`src/rtl/rr_grant_sched.sv`:
```
// rr_grant_sched: round-robin scheduler, registered one-hot grant + index; ARB_TIMEOUT_EN adds forced release after MAX_HOLD cycles
module rr_grant_sched #(
  parameter int N = 8,
  parameter int IDXW = $clog2(N)
`ifdef ARB_TIMEOUT_EN
  , parameter int MAX_HOLD = 16
`endif
) (
  input  logic            clk,
  input  logic            rst_n,
  input  logic            en,
  input  logic [N-1:0]    req,
  input  logic            rel,
  output logic [N-1:0]    grant,
  output logic [IDXW-1:0] grant_idx,
  output logic            grant_valid,
  output logic            timeout
);
  typedef enum logic {IDLE, BUSY} state_t;
  state_t state, state_n;
  logic [IDXW-1:0] ptr, ptr_n, win, k, idx_n;
  logic [N-1:0] grant_n;
  logic found, valid_n, done, forced;
`ifdef ARB_TIMEOUT_EN
  localparam int HW = $clog2(MAX_HOLD + 1);
  logic [HW-1:0] hold_cnt;
  assign forced = hold_cnt == HW'(MAX_HOLD - 1);
  always_ff @(posedge clk) begin
    if (!rst_n) begin
      hold_cnt <= '0;
      timeout  <= 1'b0;
    end else begin
      hold_cnt <= state == BUSY ? hold_cnt + 1'b1 : '0;
      timeout  <= state == BUSY && forced && !rel && req[grant_idx];
    end
  end
`else
  assign forced  = 1'b0;
  assign timeout = 1'b0;
`endif
  always_comb begin
    win   = '0;
    found = 1'b0;
    k     = '0;
    for (int i = 0; i < N; i++) begin
      k = ptr + IDXW'(i);
      if (!found && req[k]) begin
        win   = k;
        found = 1'b1;
      end
    end
  end
  always_comb begin
    state_n = state;
    ptr_n   = ptr;
    grant_n = grant;
    idx_n   = grant_idx;
    valid_n = grant_valid;
    done    = rel || !req[grant_idx] || forced;
    if (state == IDLE && en && found) begin
      state_n = BUSY;
      grant_n = N'(1) << win;
      idx_n   = win;
      valid_n = 1'b1;
    end else if (state == BUSY && done) begin
      state_n = IDLE;
      grant_n = '0;
      idx_n   = '0;
      valid_n = 1'b0;
      ptr_n   = grant_idx + 1'b1;
    end
  end
  always_ff @(posedge clk) begin
    if (!rst_n) begin
      state       <= IDLE;
      ptr         <= '0;
      grant       <= '0;
      grant_idx   <= '0;
      grant_valid <= 1'b0;
    end else begin
      state       <= state_n;
      ptr         <= ptr_n;
      grant       <= grant_n;
      grant_idx   <= idx_n;
      grant_valid <= valid_n;
    end
  end
endmodule

```
`config.mk`:
```
export PLATFORM = sky130hd
export DESIGN_NAME = rr_grant_sched
export DESIGN_NICKNAME = d
export VERILOG_FILES = /design/src/rtl/rr_grant_sched.sv
export SDC_FILE = /design/constraint.sdc
export NUM_CORES = 1
export LEC_CHECK = 0
export CAP_MARGIN = 20
export CORE_ASPECT_RATIO = 2
export CORE_MARGIN = 4
export CORE_UTILIZATION = 58
export DETAILED_ROUTE_END_ITERATION = 6
export GPL_TIMING_DRIVEN = 0
export MAX_ROUTING_LAYER = met4
export PLACE_DENSITY = 0.93
export SYNTH_ARGS = -nofsm -noshare
export SYNTH_HDL_FRONTEND = slang
export SYNTH_SLANG_ARGS = --single-unit
```
`constraint.sdc`:
```
create_clock -name clk -period 12.05 [get_ports clk]
set_input_delay 1.8075 -clock clk [delete_from_list [all_inputs] [get_ports clk]]
set_output_delay 1.8075 -clock clk [all_outputs]
set_load 0.05 [all_outputs]
```
==> key figures, run 1 <==
Outcome
  • Status: finished, final reports clean

Yosys
  • Xor/xnor share of the synthesized area: roughly 2.2%
  • Adder-cell share of the synthesized area: between 2 and 2.5%
  • Post-synth top area share: about a fifth
  • Synthesized Nets: between 150 and 200
  • Post-synth top area cell: mux4_2
  • Post-synthesis sequential area ratio: around a fifth
  • Post-synth top flop: dfxtp_1
  • Post-synthesis simple-gate area fraction: a little over an eighth
  • Avg Cell Area, Syn: approximately 10 um2
  • FF+latch count, synth: 15
  • Post-synth EDFFs: 0
  • Distinct cells, synth: between 50 and 60
  • Mux cell area share after synthesis: between 30% and 40%
  • Ys async rst share: 0%
  • Compound-gate portion of the synthesized area: between 20% and 30%
  • YS warnings: 0
  • Synth cell count leaders: 15 x dfxtp_1, 15 x mux4_2, 11 x mux2i_1, 10 x mux2_2, 9 x a32o_1
  • Cells after synthesis: 158
  • Largest family of logic cells by synthesized area: multiplexers
  • Synth top area cells: mux4_2 21%, dfxtp_1 19%, mux2_2 7.0%, mux2i_1 6.8%, a32o_1 5.6%
  • Synth Cell Area: 1610 um2

Cells and area
  • Layout cells sized above 1: 21.6%
  • Util after Layout: ~74%
  • Fin area: roughly 1900 um2
  • Ant diodes: 0
  • Nets: 201
  • Fillers: between 150 and 200
  • P&R area growth vs syn: 19.3%

Power
  • Power Total: ~0.23 mW
  • Psw: between 0.09 and 0.1 mW
  • Clock Power Share: 18.2%
  • Comb power frac: around 56%
  • Peak supply drop: roughly 0.12 mV
  • Sequential power share: between 20% and 30%
  • Power density cells: 118 nW/um2
  • Switching Share: between 40% and 50%
  • Pint: approximately 0.13 mW
  • Static Leak: around 0.7 nW

Global route
  • Number of global-route vias before repair: about 1700
  • Largest net degree at the start of global routing: 11
  • Initial antenna violation count: 0
  • Gr usage total: 30.6%
  • First-pass GRT wire length: approximately 8.1 mm
  • Total gr overflow: 0

CTS
  • CTS tree: built
  • CTS resizes: 0
  • Clk buf depth: 2
  • Root Buffer: clkbuf_8
  • Clock buffer count from CTS: 3
  • Post-CTS Hold Fix Bufs: 0
  • H-Tree Depth: 1
  • Clk sinks: 15
  • Buffer count from post-CTS setup fixing: 0
  • Worst-path clk slew: roughly 60 ps
  • Clk_lat worst skew: around 250 ps

Place
  • Post-DP HPWL: 3.81 mm
  • Final Wtd Congestion: around 0.93
  • Port bufs: 23
  • Area post-placement: around 1900 um2

Timing
  • Hold Fails Final Rpt: 0
  • Setup Skew: ~4.3 ps
  • Final Cycle Share: 41.1%
  • Crit path time final: 4960 ps
  • Hold Slack: approximately 460 ps
  • Fin. max-slew vios: 0
  • Worst slew pin tran: 758 ps
  • Fin Setup TNS: 0 ps
  • FMAX: roughly 0.20 GHz
  • Slew headroom: 48.2%
  • Setup violators final: 0
  • Unrepaired setup endpoints after global routing: no

Setup path
  • Crit-path max FO: 10
  • WS Path Type: input port to flip-flop
  • Critical path launch point type: input port
  • WP data required: 12240 ps
  • Capturing element type of the critical path: flip-flop
  • Critical path arrival: ~5200 ps

Route
  • DR vias: 1654
  • DRC viols: 0
  • Routed length per instance: 23.7 um
  • Antenna-violating nets left: 0
  • DRT Wirelength: between 5 and 6 mm
  • Starting DRT DRC Count: 97
  • Drt first pass iters: 4
  • Vias per cell: 7.77

Die
  • Core area: ~2600 um2
  • Row cnt: 26
  • Starting Density: 61.9%
  • DIE HEIGHT: ~83 um
  • Die ar.: 3740 um2
  • Io pins: 25
  • Die X: 45.3 um

Hold path
  • Worst hold path type: flip-flop to flip-flop

Job
  • Maxcap violations: 0
[metrics by stage]
step                      worst slack (ps)  std cells
after CTS                             7200        213
final                                 7090        213
after global routing                  7020        213
after detailed placement              6960        209
after floorplan                       7840        158
after global placement                7010        209
[sequential cells by signal, summed over array words and instances (netlist names)]
| signal | flops |
|---|---|
| grant | 8 |
| grant_idx | 3 |
| ptr | 3 |
| state | 1 |
[cells by family (layout without fill, tap and decap cells)]
group | after synthesis | count (layout)
AND/OR/NAND/NOR | 37 | 37
XOR/XNOR | 4 | 4
multiplexers | 36 | 36
buffers and inverters | 17 | 44
other | 1 | 1
adder cells (fa/ha/maj) | 3 | 3
AO/OA/AOI/OAI | 45 | 45
flip-flops | 15 | 15
[worst max-delay path, cell delays in order]
cell and delay [ps]:
clkdlybuf4s50_1 620, mux4_2 620, or4_4 590, or2_4 290, o41ai_2 360, nor2_1 230
nor2_2 420, a32o_1 210
[area by class of cell]
type | count | area (um2) | area share, %
Tap cell | 28 | 35.0 | 1.82
Multi-Input combinational cell | 126 | 1230 | 63.9
Inverter | 9 | 33.8 | 1.76
Timing Repair Buffer | 23 | 230 | 12.0
Buffer | 8 | 50.0 | 2.60
Clock buffer | 4 | 45.0 | 2.34
Sequential cell | 15 | 300 | 15.6
[power groups by stage]
stage | registers, mW | logic, mW | clock network (mW)
finish | 0.0579 | 0.128 | 0.0414
global route | 0.0582 | 0.136 | 0.0435
CTS | 0.0577 | 0.126 | 0.0413
detailed placement | 0.0585 | 0.124 | 0
global placement | 0.0583 | 0.119 | 0
floorplan | 0.0693 | 0.0802 | 0
[path summary, 6_finish.rpt]
check,start,to,slack (ps),cells after the start
setup / recovery,req[6],grant[1],7090,8
hold / removal,grant[0],grant[0],460,1
setup reg to reg,ptr[1],grant[1],7430,12
hold reg to reg,grant[0],grant[0],460,1
[cell usage in the layout, fill, tap and decap left out, types with 3 or more instances in the layout]
| cell type | instances |
|---|---|
| inv_1 | 8 |
| a21oi_1 | 6 |
| mux4_2 | 15 |
| a32o_1 | 9 |
| nor2_1 | 5 |
| clkbuf_8 | 3 |
| mux2i_1 | 11 |
| mux2_2 | 10 |
| o21ai_0 | 4 |
| a22o_1 | 3 |
| and2_1 | 3 |
| nand2_1 | 8 |
| clkdlybuf4s50_1 | 23 |
| and3_1 | 3 |
| a2111oi_0 | 4 |
| dfxtp_1 | 15 |
| clkbuf_1 | 5 |
| ha_1 | 3 |
[routing by layer]
metal | global-route usage (%) | routed length, um | part of all wire [%] | vias up
met3 | 5.21 | 392 | 7.8 | 37
met2 | 54.1 | 2750 | 54 | 132
met1 | 28.3 | 1570 | 31 | 788
met4 | 21.4 | 335 | 6.6 | 0
met5 | - | 0 | 0 | -
li1 | - | - | - | 697
Power figures use the tool's default switching activity.
==> inputs of run 2 (changes only) <==
Settings changed: CORE_UTILIZATION 58 to 49, PLACE_DENSITY 0.93 to 0.85.
Clock period 12.05 ns to 4.1 ns, I/O delays scaled along.
==> key figures, run 2 (same netlist as run 1, synthesis figures left out) <==
Setup path
  • Critical Path End: grant[3]
  • Crit path max-delay cell type: mux4_2
  • Worst r2r dst: grant[3]
  • WS Path Type: flip-flop to flip-flop
  • Worst r2r src: ptr[1]
  • CP max stage delay: 580 ps
  • Reg2Reg Depth: 12
  • Capturing element type of the critical path: flip-flop
  • CP cell instances: clkbuf_2 -> buf_4 -> inv_1 -> ha_1 -> buf_6 -> mux4_2 -> or4_4 -> or2_4 -> o41ai_2 -> nor2_1 -> and3_1 -> a32o_1
  • Critical path origin: ptr[1]
  • Critical path launch point type: flip-flop
  • R2R setup slack: between 150 and 200 ps
  • WP data required: 4240 ps
  • Critical path arrival: ~4000 ps
  • Crit-path max FO: 10

Die
  • DIE HEIGHT: between 80 and 90 um
  • Starting Density: 51.1%
  • Die X: ~49 um
  • Die ar.: between 4000 and 5000 um2
  • Core area: between 3000 and 4000 um2
  • Io pins: 25
  • Row cnt: 29

Place
  • Final Wtd Congestion: just under 1
  • Inst Count DP: 212
  • Post-DP HPWL: between 3 and 4 mm
  • Area post-placement: 1880 um2
  • Port bufs: 23

Cells and area
  • Max reg flops: 8
  • Reg area: about 300 um2
  • Fillers: ~260
  • Largest Register: grant
  • Commonest non-fill, non-tap cells in the layout: 23 x clkdlybuf4s50_1, 15 x mux4_2, 15 x dfxtp_1, 11 x mux2i_1, 10 x mux2_2
  • Fin area: just under 2000 um2
  • Fin cells: roughly 220
  • Biggest regs: grant: 8 flops, grant_idx: 3 flops, ptr: 3 flops
  • Multi-input gate area: roughly 1200 um2
  • Ant diodes: 0
  • Most common cell after layout, fill and taps aside: clkdlybuf4s50_1
  • P&R area growth vs syn: 21.4%
  • Layout cells sized above 1: about a quarter
  • Nets: 201

Power
  • Static Leak: 0.737 nW
  • Peak supply drop: 0.282 mV
  • Power density cells: 342 nW/um2

CTS
  • Buffer count from post-CTS setup fixing: 0
  • H-Tree Depth: 1
  • Clk_lat worst skew: roughly 250 ps
  • CTS tree: built
  • Worst-path clk slew: 60 ps
  • Clock buffer count from CTS: 3
  • Root Buffer: clkbuf_8
  • Clk sinks: 15
  • Clk buf depth: 2

Hold path
  • Worst hold path type: flip-flop to flip-flop
  • WHS Path Cells: 1

Global route
  • First-pass GRT wire length: around 7.7 mm
  • Number of global-route vias before repair: roughly 1600
  • Largest net degree at the start of global routing: 11
  • Gr usage total: a little under a quarter
  • Initial antenna violation count: 0
  • Total gr overflow: 0

Timing
  • Hold Fails Final Rpt: 0
  • Hold Slack: roughly 470 ps
  • Worst slew pin tran: 718 ps
  • Fin. max-slew vios: 0
  • Unrepaired setup endpoints after global routing: no
  • Slew headroom: between 50 and 60%
  • Setup Skew: approximately 1.9 ps
  • Crit path time final: a little under 4000 ps
  • FMAX: roughly 0.25 GHz
  • Fin Setup TNS: 0 ps
  • Setup violators final: 0
  • Final Cycle Share: 96.2%

Route
  • Antenna-violating nets left: 0
  • DRT Wirelength: approximately 4.8 mm
  • Starting DRT DRC Count: 66
  • Vias per cell: 7.14
  • DR vias: 1543
  • DRC viols: 0
  • Routed length per instance: roughly 22 um
  • Drt first pass iters: 4

Job
  • Maxcap violations: 0

Outcome
  • Status: finished, final reports clean
==> run 2: cell types whose count changed in the layout (fill, tap and decap cells not counted), sizes merged <==
cell    delta
clkinv     -1
inv        +1
clkbuf     -1
buf        +1
==> run 2: area by class of cell <==
| class | instances | area share (%) |
|---|---|---|
| clock buffer | 4 | 2.30 |
| multi-input combinational | 126 | 63.9 |
| buffer | 8 | 2.88 |
| inverter | 9 | 1.86 |
| sequential | 15 | 15.4 |
| tap | 31 | 1.98 |
| timing repair buffer | 23 | 11.8 |
==> run 2: stage by stage <==
| stage | utilization, % | power, mW | setup WS [ps] |
|---|---|---|---|
| floorplan | - | 0.440 | 164 |
| finish | 62.0 | 0.670 | 157 |
| global placement | 59.6 | 0.526 | -267 |
| CTS | 61.2 | 0.659 | 49.4 |
| detailed placement | 59.6 | 0.540 | -403 |
| global route | 62.0 | 0.706 | 13.5 |
==> run 2: worst max-delay path: cells and delay by family (launching register included) <==
family                   cells  cell delay [ps]
buffers and inverters        4              710
AND/OR/NAND/NOR              4             1360
adder cells (fa/ha/maj)      1              300
multiplexers                 1              580
AO/OA/AOI/OAI                2              540
flip-flops                   1              330
==> run 2: metal layers <==
layer | up-vias | global-route usage [%] | part of all wire (%)
met4 | 0 | 19.1 | 7.2
met1 | 742 | 20.9 | 33
li1 | 699 | - | -
met3 | 28 | 2.00 | 3.3
met5 | - | - | 0
met2 | 74 | 44.4 | 56
==> run 2: timing repair <==
| item | 4_1_cts | 5_1_grt |
|---|---|---|
| endpoints found under the setup margin | 11 | 11 |
| resized for setup | 4 | 10 |
| hold buffers | 0 | 0 |
==> run 2: where the power goes <==
part / internal, mW / total, mW / switching (mW) / leakage [nW]
combinational: 0.159 / 0.384 / 0.225 / 0.592
clock: 0.0688 / 0.117 / 0.0481 / 0.0228
sequential: 0.158 / 0.169 / 0.0108 / 0.122
total: 0.386 / 0.670 / 0.284 / 0.737
==> run 2: worst min-delay path by stage <==
stage / start / end
5_1_grt: grant[0] / grant[0]
4_1_cts: grant[0] / grant[0]
6_report: grant[6] / grant[6]
3_5_place_dp: grant[0] / grant[0]
2_1_floorplan: state / state
3_3_place_gp: grant[1] / grant[1]
